### src/rtl/tx_arbiter_pkg.sv
// ----------------------------------------------------------------------------
// tx_arbiter_pkg
// Shared definitions for the UART transmit controller: default word and
// byte-count widths, the maximum byte count per word, the arbiter FSM state
// encoding and the ASCII response words that requesters send to the host.
// ----------------------------------------------------------------------------
package tx_arbiter_pkg;

    // Default width of one response word, in bits.
    localparam int unsigned WORD_SIZE = 32;

    // Default width of the byte-count field that goes with each word.
    localparam int unsigned SIZE_WORD = 3;

    // A word holds at most four bytes. Larger counts are clamped to this.
    localparam int unsigned MAX_BYTES = 4;

    // Arbiter FSM states.
    typedef enum logic [1:0] {
        IDLE      = 2'd0,
        ISSUE     = 2'd1,
        WAIT_BUSY = 2'd2,
        WAIT_DONE = 2'd3
    } tx_state_t;

    // ASCII response words. The first character sits in the most
    // significant byte.
    localparam logic [31:0] RSP_BSY = 32'h4253_590D;   // "BSY\r"
    localparam logic [31:0] RSP_OK  = 32'h4F4B_0D0A;   // "OK\r\n"

endpackage : tx_arbiter_pkg

### src/rtl/tx_arbiter_rr_select.sv
// ----------------------------------------------------------------------------
// rr_select
// Combinational round-robin selector. The search starts at last_grant+1
// (mod N_REQ) and wraps around, so the most recent winner has the lowest
// priority. When no request is set, gnt and idx are both zero.
//
// Ports
//   req        in   N_REQ  request vector (one bit per requester)
//   last_grant in   2      index of the previous winner
//   gnt        out  N_REQ  one-hot grant
//   idx        out  2      index of the granted requester
// ----------------------------------------------------------------------------
module rr_select #(
    parameter int unsigned N_REQ = 3
) (
    input  logic [N_REQ-1:0] req,
    input  logic [1:0]       last_grant,
    output logic [N_REQ-1:0] gnt,
    output logic [1:0]       idx
);

    int unsigned cand;
    logic        found;

    // Go through the requesters in priority order and take the first one
    // that has a request. Each candidate is compared against the inner loop
    // index, so every bit select uses a constant index once the loops unroll.
    always_comb begin
        gnt   = '0;
        idx   = '0;
        found = 1'b0;
        cand  = 0;
        for (int unsigned k = 1; k <= N_REQ; k++) begin
            cand = (32'(last_grant) + k) % N_REQ;
            for (int unsigned i = 0; i < N_REQ; i++) begin
                if (!found && (i == cand) && req[i]) begin
                    found  = 1'b1;
                    gnt[i] = 1'b1;
                    idx    = 2'(i);
                end
            end
        end
    end

endmodule : rr_select

### src/rtl/tx_arbiter.sv
// ----------------------------------------------------------------------------
// tx_arbiter
// Arbitrates up to N_REQ requesters for one UART sender. Each requester has a
// one-entry holding slot. Full slots are granted round-robin. The winner's
// word is offered to the sender with a one-cycle valid_data strobe. The
// arbiter then waits for the sender to raise busy and drop it again. If busy
// does not rise within ACK_TIMEOUT cycles, the sticky timeout_err flag is set
// and arbitration continues with the next requester.
//
// Ports
//   clk                 in   1                 rising-edge clock
//   rst                 in   1                 asynchronous reset, active low
//   req_valid           in   N_REQ             per-requester word offered
//   req_data            in   N_REQ*WORD_SIZE   packed words, i at [i*WORD_SIZE +: WORD_SIZE]
//   req_size            in   N_REQ*SIZE_WORD   packed byte counts
//   req_busy            out  N_REQ             slot full, offer ignored
//   busy_sender_data    in   1                 UART sender busy
//   send_data_register  out  WORD_SIZE         word to sender
//   size_line           out  SIZE_WORD         byte count to sender
//   valid_data          out  1                 one-cycle issue strobe
//   grant_id            out  2                 requester owning the sender
//   clr_err             in   1                 clears timeout_err
//   timeout_err         out  1                 sticky sender-no-response flag
// ----------------------------------------------------------------------------
module tx_arbiter #(
    parameter int unsigned WORD_SIZE   = tx_arbiter_pkg::WORD_SIZE,
    parameter int unsigned SIZE_WORD   = tx_arbiter_pkg::SIZE_WORD,
    parameter int unsigned N_REQ       = 3,
    parameter int unsigned ACK_TIMEOUT = 15
) (
    input  logic                       clk,
    input  logic                       rst,
    input  logic [N_REQ-1:0]           req_valid,
    input  logic [N_REQ*WORD_SIZE-1:0] req_data,
    input  logic [N_REQ*SIZE_WORD-1:0] req_size,
    output logic [N_REQ-1:0]           req_busy,
    input  logic                       busy_sender_data,
    output logic [WORD_SIZE-1:0]       send_data_register,
    output logic [SIZE_WORD-1:0]       size_line,
    output logic                       valid_data,
    output logic [1:0]                 grant_id,
    input  logic                       clr_err,
    output logic                       timeout_err
);

    import tx_arbiter_pkg::*;

    localparam int unsigned          CNT_W      = $clog2(ACK_TIMEOUT + 1);
    localparam logic [SIZE_WORD-1:0] SIZE_MAX   = SIZE_WORD'(MAX_BYTES);
    localparam logic [1:0]           LAST_RESET = 2'(N_REQ - 1);
    localparam logic [CNT_W-1:0]     CNT_LAST   = CNT_W'(ACK_TIMEOUT - 1);

    tx_state_t            state;
    tx_state_t            state_next;

    logic [N_REQ-1:0]     slot_full;
    logic [WORD_SIZE-1:0] slot_data [N_REQ];
    logic [SIZE_WORD-1:0] slot_size [N_REQ];

    logic [1:0]           last_grant;
    logic [CNT_W-1:0]     wait_cnt;
    logic [CNT_W-1:0]     wait_cnt_next;

    logic [N_REQ-1:0]     rr_gnt;
    logic [1:0]           rr_idx;
    logic [WORD_SIZE-1:0] win_data;
    logic [SIZE_WORD-1:0] win_size;

    logic                 grant_load;    // IDLE -> ISSUE: latch the winner
    logic                 xfer_close;    // transfer finished or timed out
    logic                 timeout_hit;

    // ------------------------------------------------------------------
    // Round-robin winner among the full slots
    // ------------------------------------------------------------------
    rr_select #(
        .N_REQ (N_REQ)
    ) u_rr_select (
        .req        (slot_full),
        .last_grant (last_grant),
        .gnt        (rr_gnt),
        .idx        (rr_idx)
    );

    // Select the winner's word and size with an AND-OR mux on the one-hot
    // grant. This never indexes past N_REQ.
    always_comb begin
        win_data = '0;
        win_size = '0;
        for (int unsigned i = 0; i < N_REQ; i++) begin
            if (rr_gnt[i]) begin
                win_data = win_data | slot_data[i];
                win_size = win_size | slot_size[i];
            end
        end
    end

    // ------------------------------------------------------------------
    // FSM
    // ------------------------------------------------------------------
    always_ff @(posedge clk or negedge rst) begin
        if (!rst) begin
            state <= IDLE;
        end else begin
            state <= state_next;
        end
    end

    always_comb begin
        state_next    = state;
        wait_cnt_next = wait_cnt;
        grant_load    = 1'b0;
        xfer_close    = 1'b0;
        timeout_hit   = 1'b0;
        case (state)
            IDLE: begin
                if ((|slot_full) && !busy_sender_data) begin
                    grant_load = 1'b1;
                    state_next = ISSUE;
                end
            end
            ISSUE: begin
                wait_cnt_next = '0;
                state_next    = WAIT_BUSY;
            end
            WAIT_BUSY: begin
                if (busy_sender_data) begin
                    wait_cnt_next = '0;
                    state_next    = WAIT_DONE;
                end else if (wait_cnt == CNT_LAST) begin
                    wait_cnt_next = '0;
                    timeout_hit   = 1'b1;
                    xfer_close    = 1'b1;
                    state_next    = IDLE;
                end else begin
                    wait_cnt_next = wait_cnt + 1'b1;
                end
            end
            WAIT_DONE: begin
                if (!busy_sender_data) begin
                    xfer_close = 1'b1;
                    state_next = IDLE;
                end
            end
            default: begin
                state_next = IDLE;
            end
        endcase
    end

    assign valid_data = (state == ISSUE);
    assign req_busy   = slot_full;

    always_ff @(posedge clk or negedge rst) begin
        if (!rst) begin
            wait_cnt <= '0;
        end else begin
            wait_cnt <= wait_cnt_next;
        end
    end

    // ------------------------------------------------------------------
    // Holding slots
    // The granted slot is freed at the end of ISSUE. It still reads as full
    // during ISSUE, so a new offer from the winner lands one cycle later at
    // the earliest. An offer with a zero byte count is consumed without
    // marking the slot full.
    // ------------------------------------------------------------------
    always_ff @(posedge clk or negedge rst) begin
        if (!rst) begin
            slot_full <= '0;
            for (int unsigned i = 0; i < N_REQ; i++) begin
                slot_data[i] <= '0;
                slot_size[i] <= '0;
            end
        end else begin
            for (int unsigned i = 0; i < N_REQ; i++) begin
                if (slot_full[i]) begin
                    if ((state == ISSUE) && (grant_id == 2'(i))) begin
                        slot_full[i] <= 1'b0;
                    end
                end else if (req_valid[i]) begin
                    slot_data[i] <= req_data[i*WORD_SIZE +: WORD_SIZE];
                    if (req_size[i*SIZE_WORD +: SIZE_WORD] > SIZE_MAX) begin
                        slot_size[i] <= SIZE_MAX;
                    end else begin
                        slot_size[i] <= req_size[i*SIZE_WORD +: SIZE_WORD];
                    end
                    slot_full[i] <= (req_size[i*SIZE_WORD +: SIZE_WORD] != '0);
                end
            end
        end
    end

    // ------------------------------------------------------------------
    // Sender-facing registers. They change only when a new winner is
    // latched and hold their value between grants.
    // ------------------------------------------------------------------
    always_ff @(posedge clk or negedge rst) begin
        if (!rst) begin
            send_data_register <= '0;
            size_line          <= SIZE_MAX;
            grant_id           <= '0;
        end else if (grant_load) begin
            send_data_register <= win_data;
            size_line          <= win_size;
            grant_id           <= rr_idx;
        end
    end

    // last_grant also advances on a timeout, so a stuck sender rotates
    // through the requesters instead of retrying one requester forever.
    always_ff @(posedge clk or negedge rst) begin
        if (!rst) begin
            last_grant <= LAST_RESET;
        end else if (xfer_close) begin
            last_grant <= grant_id;
        end
    end

    // Sticky error flag. A timeout in the same cycle as clr_err wins.
    always_ff @(posedge clk or negedge rst) begin
        if (!rst) begin
            timeout_err <= 1'b0;
        end else if (timeout_hit) begin
            timeout_err <= 1'b1;
        end else if (clr_err) begin
            timeout_err <= 1'b0;
        end
    end

endmodule : tx_arbiter

### config.mk
export PLATFORM = sky130hd
export DESIGN_NAME = tx_arbiter
export DESIGN_NICKNAME = d
export VERILOG_FILES = /design/src/rtl/tx_arbiter_pkg.sv /design/src/rtl/tx_arbiter_rr_select.sv /design/src/rtl/tx_arbiter.sv
export SDC_FILE = /design/constraint.sdc
export NUM_CORES = 1
export LEC_CHECK = 0
export ABC_AREA = 1
export CAP_MARGIN = 20
export CORE_MARGIN = 3
export CORE_UTILIZATION = 51
export DETAILED_ROUTE_END_ITERATION = 8
export HOLD_SLACK_MARGIN = 0.05
export PLACE_DENSITY = 0.89
export SYNTH_ARGS = -nofsm -noshare
export SYNTH_HDL_FRONTEND = slang
export SYNTH_SLANG_ARGS = --single-unit
export TNS_END_PERCENT = 1
### constraint.sdc
create_clock -name clk -period 2.5 [get_ports clk]
set_input_delay 0.5 -clock clk [delete_from_list [all_inputs] [get_ports clk]]
set_output_delay 0.5 -clock clk [all_outputs]
set_load 0.01 [all_outputs]
After elaboration in Yosys (flattened, before gate mapping)
Index checks and enable logic that the tools add are counted.
{"block": "totals", "output_inout_bits": 42, "in_bits": 112, "elab_cells": 150, "regBits": 154}
{"block": "classes", "muxes": 59, "div_mod_pow": 3, "n_eq_ne": 15, "reduce_logical": 45, "order_cmp": 3, "n_bitwise": 7, "n_addsub": 4}
{"cell": "1-bit by 32-bit == test with 1-bit output (first input constant)", "count": 3}
{"cell": "2-bit by 32-bit == test with 1-bit output (first input constant)", "count": 3}
{"cell": "32-bit logical NOT", "count": 3}
{"cell": "32-bit by 2-bit remainder unit with 32-bit output (second input constant)", "count": 3}
{"cell": "32-bit two-way mux", "count": 3}
{"cell": "32-bit OR", "count": 2}
{"cell": "1-bit two-way mux", "count": 34}
{"cell": "2-bit two-way mux", "count": 11}
{"cell": "1-bit logical AND", "count": 21}
{"cell": "3-bit two-way mux", "count": 6}
{"cell": "3-bit > comparator (second input constant)", "count": 3}
{"cell": "1-bit logical NOT", "count": 9}
{"cell": "3-bit nonzero test", "count": 3}
{"cell": "4-bit two-way mux", "count": 2}
{"cell": "2-bit one-hot mux with 4 select lines", "count": 1}
{"cell": "4-bit one-hot mux with 2 select lines", "count": 1}
{"cell": "2-bit by 2-bit adder with 3-bit output (second input constant)", "count": 2}
{"cell": "2-bit == test (second input constant)", "count": 3}
{"cell": "3-bit OR", "count": 2}
{"cell": "2-bit AND reduction", "count": 3}
{"cell": "4-bit by 1-bit adder with 4-bit output (second input constant)", "count": 1}
{"cell": "2-bit by 1-bit == test with 1-bit output (second input constant)", "count": 2}
{"cell": "4-bit == test (second input constant)", "count": 1}
{"cell": "2-bit logical NOT", "count": 2}
{"cell": "8 further kinds", "count": 12}

Depth between registers and ports, before layout
Gate-level depths: netlist (run 1).
{"block": "depth", "ltp_word": 38, "depth_mapped": 14, "mapped_depth_nobuf": 13}

Hierarchy
Synthesis (run 1) repeated with hierarchy kept, for this count alone.
{"block": "unflattened", "cells_unflattened": 877, "hier_area_um2": 6849.1}
{"module": "tx_arbiter", "area_each_um2": 6660.1, "cells_each": 839, "instances": 1, "seq_area_each_um2": 3856.2}
{"module": "rr_select", "area_each_um2": 188.9, "cells_each": 38, "instances": 1, "seq_area_each_um2": 0.0}

Least setup slack after synthesis (run 1)
Ideal clock, no wire load.
{"block": "synth_timing", "path_kind": "register to register", "startpoint": "register last_grant[1]", "endpoint": "register send_data_register[12]", "period_less_slack_ns": 1.782, "stages_incl_launch_ff": 12, "setup_time_ns": 0.062, "required_ns": 2.438, "n_path_buf": 1, "arrival_ns": 1.719, "setup_slack_ns": 0.718, "path_cell_list": "dfstp_2 -> ha_1 -> nand2_1 -> nand3_1 -> nor2_2 -> nand4_1 -> nand2_2 -> buf_2 -> a21oi_1 -> nand3_1 -> nand2_1 -> inv_1"}
{"block": "synth_between", "elab_chain_cells": 38, "word_cells_on_any_way": 61}
{"item": "start: declaration", "line": "tx_arbiter.sv:60", "rtl": "logic [1:0] last_grant;"}
{"item": "start signal: assignment", "line": "tx_arbiter.sv:217", "rtl": "last_grant <= grant_id;"}
{"item": "2-bit by 1-bit adder with 3-bit output", "line": "tx_arbiter_rr_select.sv:34", "rtl": "cand = (32'(last_grant) + k) % N_REQ;"}
{"item": "32-bit by 2-bit remainder unit with 32-bit output", "line": "tx_arbiter_rr_select.sv:34"}
{"item": "32-bit logical NOT", "line": "tx_arbiter_rr_select.sv:36", "rtl": "if (!found && (i == cand) && req[i]) begin"}
{"item": "1-bit logical AND", "line": "tx_arbiter_rr_select.sv:36"}
{"item": "1-bit two-way mux", "line": "tx_arbiter_rr_select.sv:36"}
{"item": "1-bit logical NOT", "line": "tx_arbiter_rr_select.sv:36"}
{"item": "1-bit logical AND (2 in a row)", "line": "tx_arbiter_rr_select.sv:36"}
{"item": "1-bit two-way mux", "line": "tx_arbiter_rr_select.sv:36"}
{"item": "(+19 left out)"}
{"item": "1-bit two-way mux", "line": "tx_arbiter_rr_select.sv:36"}
{"item": "1-bit logical NOT", "line": "tx_arbiter_rr_select.sv:36"}
{"item": "1-bit logical AND (2 in a row)", "line": "tx_arbiter_rr_select.sv:36"}
{"item": "1-bit two-way mux", "line": "tx_arbiter_rr_select.sv:36"}
{"item": "1-bit logical NOT", "line": "tx_arbiter_rr_select.sv:36"}
{"item": "1-bit logical AND (2 in a row)", "line": "tx_arbiter_rr_select.sv:36"}
{"item": "1-bit two-way mux", "line": "tx_arbiter_rr_select.sv:36"}
{"item": "32-bit two-way mux *", "line": "tx_arbiter.sv:91", "rtl": "if (rr_gnt[i]) begin"}
{"item": "end signal: assignment", "line": "tx_arbiter.sv:205", "rtl": "send_data_register <= win_data;"}
{"item": "end: declaration", "line": "tx_arbiter.sv:38", "rtl": "output logic [WORD_SIZE-1:0] send_data_register,"}
Mark *: on every way between the ends. The rest lies on a longest branch, timed or not.
A chain may end at the register's enable or synchronous reset.

Worst setup path in the final report (run 1)
{"block": "layout_timing", "startpoint": "register state[1]", "endpoint": "output port valid_data"}
{"block": "layout_between", "elab_chain_cells": 1}
{"item": "start: declaration", "line": "tx_arbiter.sv:53", "rtl": "tx_state_t state;"}
{"item": "start signal: assignment", "line": "tx_arbiter.sv:105", "rtl": "state <= state_next;"}
{"item": "2-bit by 1-bit == test with 1-bit output", "line": "tx_arbiter.sv:151", "rtl": "assign valid_data = (state == ISSUE);"}
{"item": "end: declaration", "line": "tx_arbiter.sv:40", "rtl": "output logic valid_data,"}
Every way passes these cells.

==> results of run 1 <==
-- logic make-up (layout without fill, tap and decap cells) --
family	after synthesis	in the layout	share of synthesized area, %
AND/OR/NAND/NOR	526	526	31.15
flip-flops	154	154	56.01
buffers and inverters	97	263	6.015
AO/OA/AOI/OAI	60	60	4.943
adder cells (fa/ha/maj)	9	9	1.636
XOR/XNOR	2	2	0.2545
-- registers in the layout, indices dropped and copies added (netlist names), 3 cells and up --
name	cells
req_busy	3
send_data_register	32
size_line	3
slot_data	96
slot_size	9
wait_cnt	4
-- metal layers --
| layer | wire, um | up-vias |
|---|---|---|
| met1 | 7736 | 2849 |
| met3 | 1110 | 31 |
| li1 | - | 2915 |
| met4 | 318 | 2 |
| met5 | 13 | - |
| met2 | 9210 | 240 |
-- placed cells by master, fill, tap and decap left out, types with 2 or more instances in the layout --
master	instances
buf_4	7
bufinv_16	2
nor2_1	12
clkinvlp_4	4
o22ai_1	2
clkbuf_16	17
clkbuf_1	4
buf_12	9
clkinv_2	3
a22o_1	6
a21oi_1	38
nand3_1	43
or2_1	6
clkdlybuf4s50_1	152
o21ai_0	10
or2_0	29
inv_1	61
nand2_1	421
ha_1	9
dfrtp_1	152
nand4_1	5
nand2_2	5
nor3_1	3
dfstp_2	2
-- power by group --
group	internal, mW	switching (mW)	leakage (nW)	total (mW)
clock	1.47	0.993	0.263	2.46
sequential	3.68	0.742	1.88	4.42
combinational	2.06	2.72	2.53	4.79
-- worst max-delay path by stage --
stage                             endpoint  slack (ps)  cells after the start              from
detailed placement             grant_id[0]         270                      8  busy_sender_data
global route         send_data_register[9]         110                     14     last_grant[1]
global placement    send_data_register[19]         330                      9  busy_sender_data
floorplan           send_data_register[12]         720                     11     last_grant[1]
CTS                             valid_data         220                      3          state[1]
finish                          valid_data         230                      3          state[1]
-- worst max-delay path: stages, from the launching register on --
cell and delay [ps]:
dfrtp_1 400, inv_1 140, ha_1 240, clkdlybuf4s50_1 560
-- through the flow --
step	setup slack (ps)	utilization, %	hold WS [ps]
6_report	234.4	71.57	71.94
5_1_grt	109.3	71.57	110.7
4_1_cts	223.7	71.57	87.28
3_5_place_dp	273.6	67.22	464.8
3_3_place_gp	327.5	67.22	461.7
2_1_floorplan	718.1	-	204.4
-- layout make-up --
| type | count | area [um2] | share of cell area, % |
|---|---|---|---|
| clock buffers | 21 | 440.4 | 4.760 |
| well taps | 172 | 215.2 | 2.326 |
| inverters | 62 | 232.7 | 2.515 |
| flip-flops and latches | 154 | 3856 | 41.68 |
| repair buffers | 169 | 1765 | 19.08 |
| multi-input cells | 597 | 2620 | 28.32 |
| clock inverters | 11 | 122.6 | 1.325 |
==> results.py, run 1 <==
metrics = {
    "synthesis": {
        "synth_area_per_cell_um2": 8.120,
        "syn_nets": 969,
        "ys_top_cells_by_area": "dfrtp_1 55%, nand2_1 23%, inv_1 3.3%",
        "ys_top_cells_by_count": "423 x nand2_1, 152 x dfrtp_1, 61 x inv_1",
        "yosys_most_used_dff": "dfrtp_1",
        "netlist_instances": 848,
        "synth_top_area_cell": "dfrtp_1",
        "yosysSeqAreaShare_pct": 56.01,
        "ys_ff_latch": 154,
        "synth_area_um2": 6885,
        "yosys.cell_count.top_type": "nand2_1",
        "yosys_warnings": 0,
        "synth_edf_count": 0,
        "ys_async_sr_fraction_pct": 100.0,
        "synth_top_area_share_pct": 55.24,
        "synth.distinct_cells": 28,
    },
    "final_layout": {
        "final_area_um2": 9253,
        "fill_cells": 979,
        "drive_above_1_share_pct": 5.523,
        "nets": 1122,
        "diodes": 0,
        "final-instance-count-excl-fill": 1186,
        "area_delta_synth_final_pct": 34.38,
    },
    "drt": {
        "drt-initial-drc-count": 443,
        "vias_per_cell": 5.090,
        "route.detailed.drc": 0,
        "drt_wl_total_um": 18390,
        "drt-wirelength-per-cell_um": 15.51,
        "vias": 6037,
        "ant_nets": 0,
        "dr.pass1.iters": 6,
    },
    "setup_path": {
        "cp-start-kind": "register",
        "worstSetupEndpointType": "output pin",
        "r2r-start": "last_grant[1]",
        "reg2reg_slack_ps": 280,
        "r2r_cells": 13,
        "cp.required_ps": 2000,
        "path_max_fanout": 5,
        "arrival_ps": 1770,
        "r2r_end": "send_data_register[9]",
        "criticalPathCategory": "reg2out",
    },
    "sta": {
        "finalCritPeriodShare_pct": 90.62,
        "setup_violations": 0,
        "hold_viol": 0,
        "fmax_mhz": 441.4,
        "drv_slew": 0,
        "period_minus_slack_ps": 2266,
        "finClkSkew_ps": 6.854,
        "tightest_slew_ps": 598.8,
        "fin_tns_setup_ps": 0,
        "maxSlewHeadroom_pct": 60.08,
        "rsz0062_at_grt": "no",
    },
    "clocking": {
        "cts-resized-gates": 0,
        "clk_latency_ps": 420,
        "htree_levels": 4,
        "cts.clk_slew.worst_paths_ps": 60,
        "cts_setup_buffers": 0,
        "cts_buffers": 17,
        "cts_root_buf": "clkbuf_16",
        "cts_sinks": 154,
        "cts_hold_buffers": 0,
        "clk_path_buf_depth": 2,
        "cts_tree": "yes",
    },
    "grt": {
        "grt.busiest_layer": "met2",
        "use_met2_pct": 45.06,
        "grt_max_degree": 63,
        "grt_pass1_vias": 6201,
        "overflow": 0,
        "met3_usage_pct": 5.571,
        "grt_pass1_wl_um": 30170,
        "track_usage_pct": 26.07,
        "grt_util_met1_pct": 32.87,
        "antenna_found_initial": 1,
    },
    "place": {
        "port_buffers": 153,
        "place_area_um2": 8690,
        "gp_congestion": 0.8047,
        "place_hpwl_um": 12210,
        "placed_cells": 1154,
    },
    "floorplanning": {
        "start_util_pct": 53.26,
        "die_h_um": 122.2,
        "core-area_um2": 12930,
        "io_pins": 154,
        "die_width_um": 122.2,
        "die_area_um2": 14930,
        "rows": 41,
    },
    "min_path": {
        "hp-class": "in2async",
    },
    "power_and_ir_drop": {
        "irDropWorstVdd_v": 0.0006604,
        "p_per_area_nw_per_um2": 1261,
        "p_total_mw": 11.67,
        "leakage_nw": 4.678,
    },
    "run": {
        "maxCapViolCount": 0,
    },
    "outcome": {
        "status": "complete, no violations",
    },
}
Power figures use the tool's default switching activity.
==> run 2: changes to the inputs <==
CORE_UTILIZATION = 40   (was 51)
PLACE_DENSITY = 0.74   (was 0.89)
SLEW_MARGIN = 20   (was unset)
==> run 2 against run 1 <==
Clock power grew 14%. Design area grew 1.6%. Cell count grew 4.4%. Hold slack lost 33 ps. Routed wire length grew 1.9%. Critical endpoint unchanged.
==> results.py, run 2 (same netlist as run 1, synthesis figures left out) <==
metrics = {
    "setup_path": {
        "r2r_cells": 14,
        "r2r-start": "last_grant[1]",
        "crit_start": "state[1]",
        "cp-start-kind": "register",
        "r2r_end": "size_line[1]",
        "worstSetupEndpointType": "output pin",
        "criticalPathCategory": "reg2out",
        "path_max_fanout": 5,
        "arrival_ps": 1760,
        "reg2reg_slack_ps": 360,
        "cp.required_ps": 2000,
        "crit_end": "valid_data",
    },
    "floorplanning": {
        "die_area_um2": 18820,
        "core-area_um2": 16700,
        "io_pins": 154,
        "start_util_pct": 41.23,
        "rows": 47,
        "die_h_um": 137.2,
        "die_width_um": 137.2,
    },
    "clocking": {
        "cts-resized-gates": 0,
        "cts_buffers": 17,
        "clk_path_buf_depth": 2,
        "cts_setup_buffers": 0,
        "clk_latency_ps": 420,
        "cts_hold_buffers": 0,
        "cts_tree": "yes",
        "htree_levels": 4,
        "cts_sinks": 154,
        "cts.clk_slew.worst_paths_ps": 60,
        "cts_root_buf": "clkbuf_16",
    },
    "final_layout": {
        "max_flop_register": "slot_data",
        "final_util_pct": 56.32,
        "largestRegisters": "slot_data: 96 flops, send_data_register: 32 flops, slot_size: 9 flops",
        "nets": 1129,
        "final_cell_mix": "420 x nand2_1, 152 x dfrtp_1, 152 x clkdlybuf4s50_1",
        "final_common_cell": "nand2_1",
        "drive_above_1_share_pct": 6.287,
        "diodes": 0,
        "largest_reg_flops": 96,
        "area_delta_synth_final_pct": 36.60,
    },
    "power_and_ir_drop": {
        "leakage_nw": 4.746,
        "irDropWorstVdd_v": 0.0005707,
        "p_per_area_nw_per_um2": 1270,
    },
    "grt": {
        "grt_pass1_vias": 5888,
        "antenna_found_initial": 0,
        "grt_max_degree": 60,
        "overflow": 0,
        "track_usage_pct": 20.94,
        "grt_pass1_wl_um": 30300,
    },
    "sta": {
        "finClkSkew_ps": 9.551,
        "setup_violations": 0,
        "tightest_slew_ps": 577.0,
        "hold_viol": 0,
        "finalCritPeriodShare_pct": 90.23,
        "maxSlewHeadroom_pct": 61.53,
        "drv_slew": 0,
        "fin_tns_setup_ps": 0,
        "rsz0062_at_grt": "no",
        "fmax_mhz": 443.3,
        "period_minus_slack_ps": 2256,
    },
    "drt": {
        "drt_wl_total_um": 18740,
        "dr.pass1.iters": 4,
        "drt-wirelength-per-cell_um": 15.14,
        "vias_per_cell": 4.721,
        "route.detailed.drc": 0,
        "vias": 5844,
        "drt-initial-drc-count": 377,
        "ant_nets": 0,
    },
    "place": {
        "port_buffers": 153,
        "place_hpwl_um": 12890,
        "gp_congestion": 0.8074,
    },
    "outcome": {
        "status": "complete, no violations",
    },
    "min_path": {
        "hp-class": "in2async",
    },
    "run": {
        "maxCapViolCount": 0,
    },
}
[run 2: cell type report]
cell class | instances | area [um2]
inverter | 62 | 232.7
sequential | 154 | 3856
multi-input combinational | 597 | 2623
clock buffer | 21 | 470.5
tap | 220 | 275.3
timing repair buffer | 176 | 1780
clock inverter | 8 | 167.7
fill | 1518 | 7296
[run 2: report_power, final]
group	total (mW)	internal, mW	switching (mW)	leakage (nW)
clock	2.81	1.83	0.978	0.311
combinational	4.74	2.05	2.70	2.55
sequential	4.39	3.68	0.714	1.88
[run 2: how the worst min path moves through the flow]
stage	start	endpoint	slack, ps	depth (start not counted)
after global routing	rst	slot_data[59]	70	1
final	rst	slot_data[59]	40	1
after global placement	slot_data[5]	slot_data[5]	460	2
after detailed placement	slot_data[44]	slot_data[44]	470	2
after floorplan	rst	grant_id[0]	200	0
after CTS	rst	slot_data[58]	60	1
[run 2: critical path, cell delays in order, from the launching register on]
cell	delay, ps
dfrtp_1	400
inv_1	140
ha_1	240
clkdlybuf4s50_1	560
[run 2: routing by layer]
| metal | track usage, % | routed length [um] | share of wire [%] | vias up |
|---|---|---|---|---|
| li1 | - | - | - | 2929 |
| met1 | 27.16 | 8179 | 44 | 2739 |
| met2 | 35.53 | 9260 | 49 | 157 |
| met3 | 3.725 | 1031 | 5.5 | 19 |
| met4 | 7.095 | 267 | 1.4 | 0 |
| met5 | 0 | 0 | 0 | - |
[run 2: through the flow]
step | hold WS, ps | cells | power, mW | area, um2 | setup slack, ps
floorplan | 204.4 | 848 | 7.123 | 6885 | 718.1
global placement | 461.7 | 1209 | 9.038 | 8767 | 350.5
detailed placement | 465.1 | 1209 | 9.162 | 8767 | 315.6
CTS | 63.71 | 1238 | 12.04 | 9405 | 222.3
global route | 72.54 | 1238 | 12.87 | 9405 | 132.9
finish | 38.58 | 1238 | 11.94 | 9405 | 244.2
